## src/rtl/_fifo8way16.sv

```systemverilog
// -----------------------------------------------------------------------------
// _fifo8way16
//
// Eight-entry, 16-bit first-word-fall-through FIFO. Eight storage registers
// are loaded through a write-pointer decode. An 8-way read mux, steered by the
// read pointer, presents the head entry on out_data. The FIFO sits between a
// 16-bit producer and a consumer, with a valid/ready handshake on each side.
//
// Handshake: a transfer happens on a rising edge where valid and ready are
// both high. in_ready and out_valid depend only on stored state, never on the
// partner's valid/ready, so there is no combinational path through the FIFO.
// A producer stalled by in_ready = 0 must hold in_data stable. out_data is
// stable while out_valid = 1 and out_ready = 0.
//
// Ports:
//   clk        rising-edge clock
//   reset      synchronous, active-high; clears pointers, count and storage
//   in_data    word offered by the producer
//   in_valid   producer has a word on in_data
//   in_ready   FIFO can accept a word (count != 8)
//   out_data   head entry, mem[rp]
//   out_valid  out_data holds a valid entry (count != 0)
//   out_ready  consumer takes the head entry this cycle
//   count      number of stored entries, 0..8
// -----------------------------------------------------------------------------
module _fifo8way16 (
    input  logic        clk,
    input  logic        reset,
    input  logic [15:0] in_data,
    input  logic        in_valid,
    output logic        in_ready,
    output logic [15:0] out_data,
    output logic        out_valid,
    input  logic        out_ready,
    output logic [3:0]  count
);

    logic [15:0] mem [8];
    logic [2:0]  wp;
    logic [2:0]  rp;
    logic [3:0]  cnt;

    logic        push;
    logic        pop;
    logic [7:0]  wr_en;

    // Pointers carry no wrap bit. Full and empty are told apart by cnt alone.
    assign in_ready  = (cnt != 4'd8);
    assign out_valid = (cnt != 4'd0);
    assign count     = cnt;

    assign push = in_valid  & in_ready;
    assign pop  = out_valid & out_ready;

    // One-hot write decode: only the register addressed by wp loads, and only
    // on a push.
    always_comb begin
        wr_en = 8'h00;
        if (push) begin
            wr_en[wp] = 1'b1;
        end
    end

    // 8-way read mux selected by the read pointer.
    always_comb begin
        out_data = 16'h0000;
        case (rp)
            3'd0:    out_data = mem[0];
            3'd1:    out_data = mem[1];
            3'd2:    out_data = mem[2];
            3'd3:    out_data = mem[3];
            3'd4:    out_data = mem[4];
            3'd5:    out_data = mem[5];
            3'd6:    out_data = mem[6];
            3'd7:    out_data = mem[7];
            default: out_data = 16'h0000;
        endcase
    end

    // Storage registers. Reset clears them so that a reset mid-stream leaves
    // no stale entry visible on out_data.
    always_ff @(posedge clk) begin
        if (reset) begin
            for (int i = 0; i < 8; i++) begin
                mem[i] <= 16'h0000;
            end
        end else begin
            for (int i = 0; i < 8; i++) begin
                if (wr_en[i]) begin
                    mem[i] <= in_data;
                end
            end
        end
    end

    // Pointers and count. Pointer increments wrap modulo 8 naturally in 3 bits.
    always_ff @(posedge clk) begin
        if (reset) begin
            wp  <= 3'd0;
            rp  <= 3'd0;
            cnt <= 4'd0;
        end else begin
            if (push) begin
                wp <= wp + 3'd1;
            end
            if (pop) begin
                rp <= rp + 3'd1;
            end
            case ({push, pop})
                2'b10:   cnt <= cnt + 4'd1;
                2'b01:   cnt <= cnt - 4'd1;
                default: cnt <= cnt;
            endcase
        end
    end

endmodule

```

## config.mk

```make
export PLATFORM = sky130hd
export DESIGN_NAME = _fifo8way16
export DESIGN_NICKNAME = d
export VERILOG_FILES = /design/src/rtl/_fifo8way16.sv
export SDC_FILE = /design/constraint.sdc
export NUM_CORES = 1
export LEC_CHECK = 0
export ABC_AREA = 1
export ABC_CLOCK_PERIOD_IN_PS = 5000
export CAP_MARGIN = 20
export CORE_UTILIZATION = 45
export CTS_CLUSTER_SIZE = 12
export DETAILED_ROUTE_END_ITERATION = 8
export GPL_ROUTABILITY_DRIVEN = 1
export HOLD_SLACK_MARGIN = 0.06
export PLACE_DENSITY_LB_ADDON = 0.1
export SKIP_LAST_GASP = 1
export SYNTH_ARGS = -nofsm -noshare
export SYNTH_HDL_FRONTEND = slang
export SYNTH_SLANG_ARGS = --single-unit
```

## constraint.sdc

```tcl
create_clock -name clk -period 5 [get_ports clk]
set_input_delay 0.5 -clock clk [delete_from_list [all_inputs] [get_ports clk]]
set_output_delay 0.5 -clock clk [all_outputs]
set_load 0.02 [all_outputs]
```

==> metrics.cfg <==
[drt]
dr.pass1.iters = 5
wl_um = 15100
drt_first_iter_violations = 402
vias_per_cell = 5.34
antenna_left = 0
drc = 0
post_drt_wl_per_cell_um = 18.6
vias = 4333

[sta]
relSlewSlack_pct = 42.3
drv_slew = 0
min_period_ns = 3.72
clock.fmax_ghz = 0.269
rsz0062_at_grt = no
fin_skew_ns = 0.00797
worst_slew_pin_slew_ns = 0.866
whs_ns = 0.546
min_period_over_period_pct = 74.3
tns_ns = 0
setup_viol_count_final = 0
hold_viol_final = 0

[die]
die_area_um2 = 14300
die_h_um = 120
coreArea_um2 = 13300
die_w_um = 120
rows = 42
io_pins = 42
start_util_pct = 46.6

[clock_tree]
clkTransAtPathRegs_ns = 0.05
postCtsHoldBufs = 0
post_cts_buffers = 0
root_buffer = clkbuf_16
ctsLongestPathBuffers = 2
cts_tree = built
ctsResizeCount = 0
h-tree-depth = 4
clk-insertion-delay-late_ns = 0.42
cts_sinks = 138
numCtsBuffers = 17

[layout]
drive_above_1_share_pct = 7.23
layoutNonFillerInstCount = 812
insertedDiodeCount = 0
fin_nets = 658
final_util_pct = 54.1
syn_to_final_growth_pct = 16.2

[setup_path]
crit_start = rp[2]$_SDFFE_PP0P_
cp.required_ns = 4.50
worst-path-max-fanout = 36
regToRegEndpoint = count[3]$_SDFFE_PP0P_
reg2reg_from = count[1]$_SDFFE_PP0P_
start_kind = flop
crit_end = out_data[0]
rrSetupSlack_ns = 2.79
crit_type = flop to output pin
arrival_ns = 3.22
worstRegToRegCells = 11
end_kind = output pin

[yosys]
ys_warn_count = 0
yosysSeqAreaShare_pct = 65.1
synth_top_area_cell = edfxtp_1
mappedNetlistArea_um2 = 6210
synth_area_leaders = edfxtp_1 62%, nand2_1 7.2%, nor2_1 7.2%
ys_seq_elements = 138
syn-instance-count = 591
synth_top_area_share_pct = 61.8
ys_types = 26
synth_nets = 622
synth.avg_cell_area_um2 = 10.5

[place]
dp_cells = 784
dp_hpwl_um = 9590
place_congestion = 0.809
portBuffers = 41

[global_route]
grt.total_usage_pct = 22.8
grt_max_degree = 37
antenna_found_initial = 0
overflow = 0
grt_pass1_vias = 4469
grt_pass1_wl_um = 24000

[outcome]
outcome = finished, final reports clean

[worst_hold_path]
min_path_type = flop to flop
hold_path_depth = 2

[job]
max_cap_violations = 0

[pwr]
leakage_nw = 2.87
p_total_mw = 3.65
peakVddDrop_uv = 284
power.density_nw_per_um2 = 505

-- critical path, cell delays in order (launching register included) --
cell	delay (ns)
dfxtp_1	0.30
buf_4	0.25
ha_1	0.55
nor2_1	0.21
nand2_1	0.10
a21oi_4	0.46
nand2_1	0.18
nand2_1	0.11
clkdlybuf4s50_1	0.61
-- cells in the mapped netlist, drive strengths merged --
library cell / count
edfxtp: 128
nand2: 127
nor2: 126
nand3: 88
inv: 37
buf: 25
nand4: 16
dfxtp: 10
ha: 10
a21oi: 8
o21ai: 8
clkbuf: 5
fa: 1
or2: 1
xnor2: 1
-- layer usage --
| layer | vias to the layer above | wire (µm) | track usage (%) |
|---|---|---|---|
| li1 | 2075 | - | - |
| met1 | 2105 | 6980 | 31.3 |
| met2 | 130 | 7070 | 36.1 |
| met3 | 23 | 743 | 3.90 |
| met4 | 0 | 288 | 9.38 |
| met5 | - | 0 | 0 |
-- worst min path at each step --
stage | slack (ns) | startpoint | endpoint
2_1_floorplan | 0.50 | rp[1]$_SDFFE_PP0P_ | rp[1]$_SDFFE_PP0P_
3_3_place_gp | 0.51 | rp[0]$_SDFFE_PP0P_ | rp[0]$_SDFFE_PP0P_
3_5_place_dp | 0.54 | rp[1]$_SDFFE_PP0P_ | rp[1]$_SDFFE_PP0P_
4_1_cts | 0.54 | rp[1]$_SDFFE_PP0P_ | rp[1]$_SDFFE_PP0P_
5_1_grt | 0.58 | rp[1]$_SDFFE_PP0P_ | rp[1]$_SDFFE_PP0P_
6_report | 0.55 | rp[1]$_SDFFE_PP0P_ | rp[1]$_SDFFE_PP0P_
-- through the flow --
| step | setup slack [ns] | instance area, µm² |
|---|---|---|
| 2_1_floorplan | 2.55 | 6210 |
| 3_3_place_gp | 1.68 | 6700 |
| 3_5_place_dp | 1.76 | 6730 |
| 4_1_cts | 1.30 | 7220 |
| 5_1_grt | 1.14 | 7220 |
| 6_report | 1.28 | 7220 |
-- power by group --
group / total (mW) / switching [mW] / internal, mW
clock network: 1.09 / 0.428 / 0.662
logic: 1.11 / 0.718 / 0.396
registers: 1.45 / 0.0564 / 1.39
-- kinds of logic (layout without fill, tap and decap cells) --
kind of cell | count (synthesis) | in the layout | share of synthesized area [%]
fa+ha+maj | 11 | 11 | 2.34
xor+xnor | 1 | 1 | 0.141
compound gates | 16 | 16 | 1.47
flops | 138 | 138 | 65.1
simple gates | 358 | 358 | 25.8
buf+inv | 67 | 112 | 5.19
-- registers in the layout, summed over array words and instances (netlist names) --
register	flops
count	4
mem	128
wp	3
rp	3
-- cells in the final DEF, fill, tap and decap left out, drive strengths merged --
master,netlist,layout
dfxtp,10,10
buf,25,6
nand4,16,16
bufinv,0,1
xnor2,1,1
fa,1,1
a21oi,8,8
edfxtp,128,128
nand2,127,127
clkinv,0,6
o21ai,8,8
or2,1,1
ha,10,10
nor2,126,126
nand3,88,88
clkdlybuf4s50,0,41
clkbuf,5,21
inv,37,37
-- layout make-up --
type | count | area, µm²
Sequential cell | 138 | 4040
Tap cell | 176 | 220
Clock inverter | 7 | 55.1
Fill cell | 1213 | 6130
Inverter | 37 | 139
Clock buffer | 21 | 440
Timing Repair Buffer | 47 | 475
Multi-Input combinational cell | 386 | 1850
Power figures use the tool's default switching activity.
